File: config.mk
export PLATFORM = sky130hd
export DESIGN_NAME = adder_operand_loader_flat
export DESIGN_NICKNAME = d
export VERILOG_FILES = /design/src/rtl/adder_operand_loader_if.sv /design/src/rtl/adder_operand_loader.sv /design/src/flat_wrapper.sv
export SDC_FILE = /design/constraint.sdc
export NUM_CORES = 1
export LEC_CHECK = 0
export CAP_MARGIN = 25
export CORE_AREA = 4 4 153 155
export CTS_CLUSTER_SIZE = 25
export DETAILED_ROUTE_END_ITERATION = 7
export DIE_AREA = 0 0 157 159
export GPL_TIMING_DRIVEN = 0
export PLACE_DENSITY = 0.78
export SLEW_MARGIN = 20
export SYNTH_ARGS = -nofsm -noshare
export SYNTH_HDL_FRONTEND = slang
export SYNTH_SLANG_ARGS = --single-unit
File: constraint.sdc
create_clock -name clk -period 3.65 [get_ports clk]
set_input_delay 1.095 -clock clk [delete_from_list [all_inputs] [get_ports clk]]
set_output_delay 1.095 -clock clk [all_outputs]
set_load 0.03 [all_outputs]
File: src/rtl/adder_operand_loader_if.sv
// Bundle between the byte-stream operand loader and its neighbours.
// Carries the upstream byte stream and the downstream operand handshake.
//   in_data/in_valid/in_cin -> loader    in_ready  <- loader
//   out_A/out_B/out_C_in/out_valid <- loader    out_ready -> loader
// slave  : the loader itself
// master : the environment (byte producer plus adder stage)
interface adder_operand_loader_if #(
  parameter int W = 128
);
  logic [7:0]   in_data;
  logic         in_valid;
  logic         in_ready;
  logic         in_cin;
  logic [W-1:0] out_A;
  logic [W-1:0] out_B;
  logic         out_C_in;
  logic         out_valid;
  logic         out_ready;

  modport slave (
    input  in_data, in_valid, in_cin, out_ready,
    output in_ready, out_A, out_B, out_C_in, out_valid
  );

  modport master (
    output in_data, in_valid, in_cin, out_ready,
    input  in_ready, out_A, out_B, out_C_in, out_valid
  );
endinterface

File: src/rtl/adder_operand_loader.sv
// Operand loader for the wide adder.
// Assembles W-bit operands A then B from an LSB-first byte stream, captures the
// carry-in with the last byte of B, then holds A/B/C_in with out_valid until
// the adder stage takes them with out_ready.
// Ports:
//   clk   - system clock, rising edge
//   rst_n - asynchronous active-low reset
//   clr   - synchronous abort of any partial or held operation
//   bus   - slave side of adder_operand_loader_if (byte stream in, operands out)
module adder_operand_loader #(
  parameter int W = 128
) (
  input  logic                  clk,
  input  logic                  rst_n,
  input  logic                  clr,
  adder_operand_loader_if.slave bus
);

  localparam int NB    = W / 8;
  localparam int CNT_W = $clog2(NB);
  localparam logic [CNT_W-1:0] CNT_LAST = CNT_W'(NB - 1);

  typedef enum logic [1:0] {
    LOAD_A = 2'd0,
    LOAD_B = 2'd1,
    HOLD   = 2'd2
  } state_t;

  state_t           state_q, state_d;
  logic [CNT_W-1:0] cnt_q, cnt_d;
  logic [W-1:0]     a_q, a_d;
  logic [W-1:0]     b_q, b_d;
  logic             cin_q, cin_d;
  logic             vld_q, vld_d;

  logic in_ready_w;
  logic accept;
  logic cnt_last;

  // Ready depends on registered state only, so out_ready never reaches in_ready.
  assign in_ready_w = (state_q != HOLD);
  assign accept     = bus.in_valid & in_ready_w;
  assign cnt_last   = (cnt_q == CNT_LAST);

  always_comb begin
    state_d = state_q;
    cnt_d   = cnt_q;
    a_d     = a_q;
    b_d     = b_q;
    cin_d   = cin_q;
    vld_d   = vld_q;
    if (clr) begin
      // Abort wins over both a byte accept and a downstream handshake.
      state_d = LOAD_A;
      cnt_d   = '0;
      a_d     = '0;
      b_d     = '0;
      cin_d   = 1'b0;
      vld_d   = 1'b0;
    end else begin
      case (state_q)
        LOAD_A: begin
          if (accept) begin
            a_d[int'(cnt_q)*8 +: 8] = bus.in_data;
            if (cnt_last) begin
              cnt_d   = '0;
              state_d = LOAD_B;
            end else begin
              cnt_d = cnt_q + 1'b1;
            end
          end
        end
        LOAD_B: begin
          if (accept) begin
            b_d[int'(cnt_q)*8 +: 8] = bus.in_data;
            if (cnt_last) begin
              cin_d   = bus.in_cin;
              cnt_d   = '0;
              vld_d   = 1'b1;
              state_d = HOLD;
            end else begin
              cnt_d = cnt_q + 1'b1;
            end
          end
        end
        HOLD: begin
          // Operands stay in place after the handshake until overwritten.
          if (bus.out_ready) begin
            vld_d   = 1'b0;
            state_d = LOAD_A;
          end
        end
        default: begin
          state_d = LOAD_A;
          cnt_d   = '0;
          vld_d   = 1'b0;
        end
      endcase
    end
  end

  always_ff @(posedge clk or negedge rst_n) begin
    if (!rst_n) begin
      state_q <= LOAD_A;
      cnt_q   <= '0;
      a_q     <= '0;
      b_q     <= '0;
      cin_q   <= 1'b0;
      vld_q   <= 1'b0;
    end else begin
      state_q <= state_d;
      cnt_q   <= cnt_d;
      a_q     <= a_d;
      b_q     <= b_d;
      cin_q   <= cin_d;
      vld_q   <= vld_d;
    end
  end

  assign bus.in_ready  = in_ready_w;
  assign bus.out_A     = a_q;
  assign bus.out_B     = b_q;
  assign bus.out_C_in  = cin_q;
  assign bus.out_valid = vld_q;

endmodule

File: src/flat_wrapper.sv
// flat-port wrapper written by rule: the top's interface ports become plain ports
module adder_operand_loader_flat 
#(
  parameter int W = 128
)
  (clk, rst_n, clr, bus_in_data, bus_in_valid, bus_in_cin, bus_out_ready, bus_in_ready, bus_out_A, bus_out_B, bus_out_C_in, bus_out_valid);
  adder_operand_loader_if #(.W(W)) bus_i ();
  input  logic clk;
  input  logic rst_n;
  input  logic clr;
  input wire logic [$bits(bus_i.in_data)-1:0] bus_in_data;
  input wire logic [$bits(bus_i.in_valid)-1:0] bus_in_valid;
  input wire logic [$bits(bus_i.in_cin)-1:0] bus_in_cin;
  input wire logic [$bits(bus_i.out_ready)-1:0] bus_out_ready;
  output wire logic [$bits(bus_i.in_ready)-1:0] bus_in_ready;
  output wire logic [$bits(bus_i.out_A)-1:0] bus_out_A;
  output wire logic [$bits(bus_i.out_B)-1:0] bus_out_B;
  output wire logic [$bits(bus_i.out_C_in)-1:0] bus_out_C_in;
  output wire logic [$bits(bus_i.out_valid)-1:0] bus_out_valid;
  assign bus_i.in_data = bus_in_data;
  assign bus_i.in_valid = bus_in_valid;
  assign bus_i.in_cin = bus_in_cin;
  assign bus_i.out_ready = bus_out_ready;
  assign bus_in_ready = bus_i.in_ready;
  assign bus_out_A = bus_i.out_A;
  assign bus_out_B = bus_i.out_B;
  assign bus_out_C_in = bus_i.out_C_in;
  assign bus_out_valid = bus_i.out_valid;
  adder_operand_loader #(.W(W)) u_core (.clk(clk), .rst_n(rst_n), .clr(clr), .bus(bus_i));
endmodule
Yosys cells after proc, flatten, opt, wreduce, memory -nomap -nowiden. Index checks and enable logic that the tools add are counted.

$add $sub $neg: 2. $mul: 0. Div/mod/pow operators: 0. Order comparisons: 0. Equal/unequal tests: 12. Shift operators: 2. Multiplexer cells: 28. Bitwise operators: 1. Reductions and logical operators: 12.

Operators with widths (number): 128-bit 2-to-1 mux (6); 128-bit bitwise mux (2); 8-bit by 33-bit variable shift with 128-bit output, first input constant (1); 8-bit by 33-bit variable part select with 128-bit output (1); 7-bit negator with 33-bit output (1); 2-bit 2-to-1 mux (6); 4-bit 2-to-1 mux (3); 3-bit by 2-bit inequality test with 1-bit output, second input constant (4); 1-bit 2-to-1 mux (8); 4-bit one-hot mux with 2 select lines (1); 2-bit nonzero test (4); 2-bit inequality test, second input constant (3); 2-bit one-hot mux with 3 select lines (1); 2-bit AND reduction (3); 5-bit AND reduction (1); 4-bit by 1-bit adder with 4-bit output, second input constant (1); 4-bit equality test, second input constant (1); 4-bit AND reduction (1); 3-bit by 1-bit inequality test with 1-bit output, second input constant (1); 3-bit inequality test, second input constant (1); 1-bit one-hot mux with 3 select lines (1); 3-bit AND reduction (1); 2-bit by 1-bit equality test with 1-bit output, second input constant (1); 2-bit equality test, second input constant (1); 3 further kinds (3).

Register bits after elaboration: 264. Bits in latches: 0. Bits in writable memories: 0. Memory bits (read-only): 0. Input bits: 14. Output and inout bits: 259. Word-level logic and storage cells: 63. Memories: 0.

Logic depth before layout (Yosys ltp).
Word-level depth: 6. Depth in mapped cells: 11. Mapped depth without buffers: 6.

Least setup slack after synthesis. No wires, ideal clock.

Path type: reg-to-reg. Start point: register u_core.cnt_q[0]. End point: register u_core.a_q[28] (netlist: u_core.bus.out_A[28]). Setup time: 125 ps. Arrival time: 2764 ps. Data required time: 3525 ps. Path slack: 760 ps. Cell stages (with the launch flop): 10. Buffers on the path: 3. Period minus slack after synthesis: 2890 ps. Cell sequence: dfrtp_1 clkbuf_1 clkbuf_1 nor3_1 ha_1 buf_4 clkinv_1 nor4_1 a21oi_1 a2bb2o_1.

Word-level cells in the longest chain between the ends: 6. Elaborated cells between the ends (all ways): 7. Those cells by class: 1 x add/sub; 2 x shift; 4 x mux.

Ends and longest elaborated chain: from (decl) (RTL line adder_operand_loader.sv:30) `logic [CNT_W-1:0] cnt_q, cnt_d;`; from (signal assigned) (RTL line adder_operand_loader.sv:112) `cnt_q <= cnt_d;`; 7-bit negator with 33-bit output * (RTL line adder_operand_loader.sv:64) `a_d[int'(cnt_q)*8 +: 8] = bus.in_data;`; 8-bit by 33-bit variable part select with 128-bit output / 8-bit by 33-bit variable shift with 128-bit output (equally long branches) (RTL line adder_operand_loader.sv:64); 128-bit bitwise mux * (RTL line adder_operand_loader.sv:64); 128-bit 2-to-1 mux * (RTL line adder_operand_loader.sv:63) `if (accept) begin`; 128-bit 2-to-1 mux * (RTL line adder_operand_loader.sv:61) `case (state_q)`; 128-bit 2-to-1 mux * (RTL line adder_operand_loader.sv:52) `if (clr) begin`; to (signal assigned) (RTL line adder_operand_loader.sv:106) `a_q <= '0;`; to (signal assigned) (RTL line adder_operand_loader.sv:113) `a_q <= a_d;`; to (decl) (RTL line adder_operand_loader.sv:31) `logic [W-1:0] a_q, a_d;`.

Mark *: on every way between the ends. The rest lies on a longest branch, timed or not. The select of a mux whose other input is x is not followed. A chain may end at the register's enable or synchronous reset.

Worst setup path in the final report.
Start point: register u_core.cnt_q[0]. End point: register u_core.b_q[65] (netlist: u_core.bus.out_B[65]).

Word-level cells in the longest chain between the ends: 6. Elaborated cells between the ends (all ways): 7. Those cells by class: 1 x add/sub; 2 x shift; 4 x mux.

Ends and longest elaborated chain: 7-bit negator with 33-bit output * (RTL line adder_operand_loader.sv:75) `b_d[int'(cnt_q)*8 +: 8] = bus.in_data;`; 8-bit by 33-bit variable part select with 128-bit output / 8-bit by 33-bit variable shift with 128-bit output (equally long branches) (RTL line adder_operand_loader.sv:75); 128-bit bitwise mux * (RTL line adder_operand_loader.sv:75); 128-bit 2-to-1 mux * (RTL line adder_operand_loader.sv:74) `if (accept) begin`; 128-bit 2-to-1 mux * (RTL line adder_operand_loader.sv:61); 128-bit 2-to-1 mux * (RTL line adder_operand_loader.sv:52); to (signal assigned) (RTL line adder_operand_loader.sv:107) `b_q <= '0;`; to (signal assigned) (RTL line adder_operand_loader.sv:114) `b_q <= b_d;`; to (decl) (RTL line adder_operand_loader.sv:32) `logic [W-1:0] b_q, b_d;`.

Marks and branches as above.

==> summary.txt <==
Endpoint with the worst hold slack = u_core.bus.out_A[28]
Number of levels in the clock H-tree = 1
Launch point of the worst reg-to-reg path = u_core.cnt_q[0]
Total chip power = 6.07 mW
Worst r2r path cells = 8
LEAKAGE = 6.39 nW
Synthesized netlist cell count = 830
Placement row count = 54
Later-pin clock latency in the skew report = 0.53 ns
RSZ-0062 raised after global routing = false
Placeable core area = 21800 um2
Clock sink count = 264
Power density of the placed cells = 413 nW/um2
I/O Buffers = 271
Number of buffers added by the clock tree synthesis step = 26
Number of antenna violations at the first check in global routing = 1
Syn. warnings = 0
Final hold violations = 0
Hold-fix buffers, CTS = 0
Number of buffer and inverter instances along the worst setup path = 3
Outcome = complete, no violations
Post-Route Skew = 0.0124 ns
Clock slew at the register clock pins of the worst setup and hold paths = 0.06 ns
Largest stage delay on the critical path = 0.55 ns
Initial standard-cell utilization of the core = 48.8%
Cell with the biggest individual delay on the critical path = sky130_fd_sc_hd__a211oi_4
Drt first-iter violations = 611
Worst ir drop on vdd = 0.366 mV
Worst setup path class = reg -> reg
Sw frac = 24.9%
FILL cells = 1623
Async S/R FF share, synth = 100%
Last weighted congestion value of the routability-driven placer = 0.928
Sort of element at the start of the critical path = flip-flop
Sequential share of the synthesized area = 62.0%
Maximum fanout count along the critical path = 19
Setup slack of the most critical reg-to-reg path = 0.36 ns
Antenna diode instance count = 0
Vias in the first global route = 8768
Wire length per cell after detailed routing = 23.8 um
Detailed Routing Iterations Pass 1 = 6
Overall overflow remaining after global route = 0
Aggregate global-route resource usage = 26.8%
Post-synthesis to final-layout area growth = 38.0%
Syn Area/Cell = 12.8 um2
Cell chain of the critical path = clkbuf_2, nor3_1, ha_1, buf_4, clkinv_1, a211oi_4, nand2_1, mux2i_1
Post-Synthesis Net Count = 847
Power dissipated by switching net loads = 1.52 mW
#FFs+latches synth = 264
Hold Path Stages = 1
Top achievable clock speed = 304 MHz
Slew HR = 26.1%
Die height = 159 um
Sequential share of power = 48.4%
Number of routed nets with antenna violations = 0
Dominant register cell in the synthesized netlist = sky130_fd_sc_hd__dfrtp_1
Most used standard cells in the synthesized netlist = sky130_fd_sc_hd__dfrtp_1 (264), sky130_fd_sc_hd__a22o_1 (110), sky130_fd_sc_hd__o2bb2ai_1 (93)
Layout cell share with drive strength beyond 1 = 7.37%
Width of the die = 157 um
Area enclosed by the die boundary = 25000 um2
Remaining DRCs = 0
I/O pin count = 273
Number of max-cap violations = 0
Vias after detailed routing = 8577
Required @ worst endpoint = 4.09 ns
Cell type with the highest aggregate area in the netlist = sky130_fd_sc_hd__dfrtp_1
Number of enable-type register cells in the synthesized netlist = 0
Total detailed-routing wirelength = 34000 um
Path type of the worst min-delay path = reg -> reg
Combinational Power Share = 8.7%
CTS tree = yes
Cell Int Power = 4.56 mW
Setup TNS after final layout = 0 ns
Hold path start = u_core.bus.out_A[28]
Final critical-path share of the clock period = 90.0%
Combined area of all synthesized cells = 10700 um2
Maximum buffer depth of the clock tree = 3
Clock network power share = 42.9%
Total number of nets in the final design = 1153
Top area cells in the synthesized netlist = sky130_fd_sc_hd__dfrtp_1 (62%), sky130_fd_sc_hd__a22o_1 (9.0%), sky130_fd_sc_hd__o2bb2ai_1 (7.6%)
Buffer type at the clock tree root = sky130_fd_sc_hd__clkbuf_16
Minimum clock period after layout = 3.29 ns
Setup-failing EPs final = 0
Transition time of the tightest slew-check pin = 1.09 ns
Synth top area share = 62.0%
Most common cell in the netlist = sky130_fd_sc_hd__dfrtp_1
Largest net degree at the start of global routing = 93
Reg-to-reg critical path endpoint = u_core.bus.out_B[65]
Global-route wire length before repair = 52700 um
Delay-heaviest family, CP = buffers and inverters
HPWL reported at the end of detailed placement = 24500 um
Via/cell ratio = 5.99
Critical Path AT = 3.73 ns
Post-synth cell types = 54
Critical path endpoint category = flip-flop
Final number of max-transition violations = 0
==> sequential cells by signal, indices dropped and copies added, names as in the netlist <==
signal	count
u_core.bus.out_C_in	1
u_core.bus.out_valid	1
u_core.bus.out_A	128
u_core.cnt_q	4
u_core.state_q	2
u_core.bus.out_B	128
==> cell type report <==
type,count,area (um2),area share [%]
plain buffers,45,196,1.34
multi-input cells,512,3900,26.5
clock buffers,39,761,5.17
inverters,8,30.0,0.204
flip-flops and latches,264,6610,44.9
well taps,280,350,2.38
clock inverters,6,55.1,0.374
repair buffers,279,2810,19.1
==> kinds of logic after synthesis <==
kind of cell | Yosys count | synth area share [%]
AO/OA/AOI/OAI | 265 | 20.7
XOR/XNOR | 3 | 0.247
adder cells (fa/ha/maj) | 3 | 0.352
buffers and inverters | 54 | 2.15
flip-flops | 264 | 62.0
multiplexers | 41 | 3.86
AND/OR/NAND/NOR | 200 | 10.7
==> what timing repair did <==
| action | CTS | global route |
|---|---|---|
| endpoints found under the setup margin | 56 | 202 |
| resized for setup | 3 | 6 |
| setup buffers | 0 | 1 |
| pin swaps | 0 | 1 |
==> worst max path at each step <==
stage | cells past startpoint | slack [ns] | start | end
floorplan | 9 | 0.76 | u_core.cnt_q[0] | u_core.bus.out_A[28]
global placement | 1 | -9.50 | rst_n | u_core.bus.out_B[9]
detailed placement | 9 | -0.38 | u_core.cnt_q[0] | u_core.bus.out_A[28]
CTS | 9 | -0.10 | u_core.cnt_q[0] | u_core.bus.out_B[45]
global route | 9 | 0.17 | u_core.cnt_q[0] | u_core.bus.out_B[59]
finish | 8 | 0.36 | u_core.cnt_q[0] | u_core.bus.out_B[65]
==> metal layers <==
| layer | global-route usage, % | wire (um) | vias up |
|---|---|---|---|
| li1 | - | - | 3758 |
| met1 | 37.5 | 14200 | 4337 |
| met2 | 41.6 | 15800 | 400 |
| met3 | 6.17 | 2880 | 80 |
| met4 | 8.88 | 1130 | 2 |
| met5 | 0 | 6 | - |
==> stage by stage <==
stage	worst slack [ns]	hold WS (ns)	area (um2)	cells	utilization, %
after floorplan	0.760	0.591	10700	830	-
after global placement	-9.50	0.470	13700	1381	62.9
after detailed placement	-0.376	0.474	13800	1387	63.4
after CTS	-0.104	0.491	14700	1432	67.2
after global routing	0.169	0.502	14700	1433	67.4
final	0.364	0.488	14700	1433	67.4
==> power by group through the flow <==
stage | registers [mW] | clock network [mW] | logic [mW]
4_1_cts | 2.94 | 2.62 | 0.514
3_3_place_gp | 3.00 | 0 | 0.482
3_5_place_dp | 2.99 | 0 | 0.506
5_1_grt | 2.94 | 2.73 | 0.574
2_1_floorplan | 3.00 | 0 | 0.267
6_report | 2.94 | 2.60 | 0.530
==> cell usage in the layout, fill, tap and decap left out, types with 3 or more instances in the layout <==
cell type	Yosys	routed
sky130_fd_sc_hd__nor2_1	22	22
sky130_fd_sc_hd__clkbuf_16	0	27
sky130_fd_sc_hd__a41o_1	5	5
sky130_fd_sc_hd__nor2b_1	5	5
sky130_fd_sc_hd__nand3b_1	3	3
sky130_fd_sc_hd__nor3b_1	10	5
sky130_fd_sc_hd__o21ai_0	5	5
sky130_fd_sc_hd__mux2i_1	40	40
sky130_fd_sc_hd__and2_1	11	11
sky130_fd_sc_hd__a2bb2o_1	3	3
sky130_fd_sc_hd__nand3_1	14	13
sky130_fd_sc_hd__a22o_1	110	110
sky130_fd_sc_hd__clkinv_2	0	5
sky130_fd_sc_hd__ha_1	3	3
sky130_fd_sc_hd__o2bb2ai_1	93	93
sky130_fd_sc_hd__a32o_1	7	7
sky130_fd_sc_hd__a31oi_1	7	7
sky130_fd_sc_hd__buf_4	4	5
sky130_fd_sc_hd__clkdlybuf4s50_1	0	270
sky130_fd_sc_hd__dfrtp_1	264	264
sky130_fd_sc_hd__inv_1	6	6
sky130_fd_sc_hd__clkbuf_8	0	4
sky130_fd_sc_hd__nor3b_2	2	6
sky130_fd_sc_hd__nand2b_1	57	57
sky130_fd_sc_hd__buf_1	3	3
sky130_fd_sc_hd__clkbuf_1	30	36
sky130_fd_sc_hd__nand2_1	39	39
sky130_fd_sc_hd__a21oi_1	28	28
sky130_fd_sc_hd__nor3_1	12	12
sky130_fd_sc_hd__nand4_1	3	3
sky130_fd_sc_hd__buf_2	8	13
(Power assumes the default switching activity.)
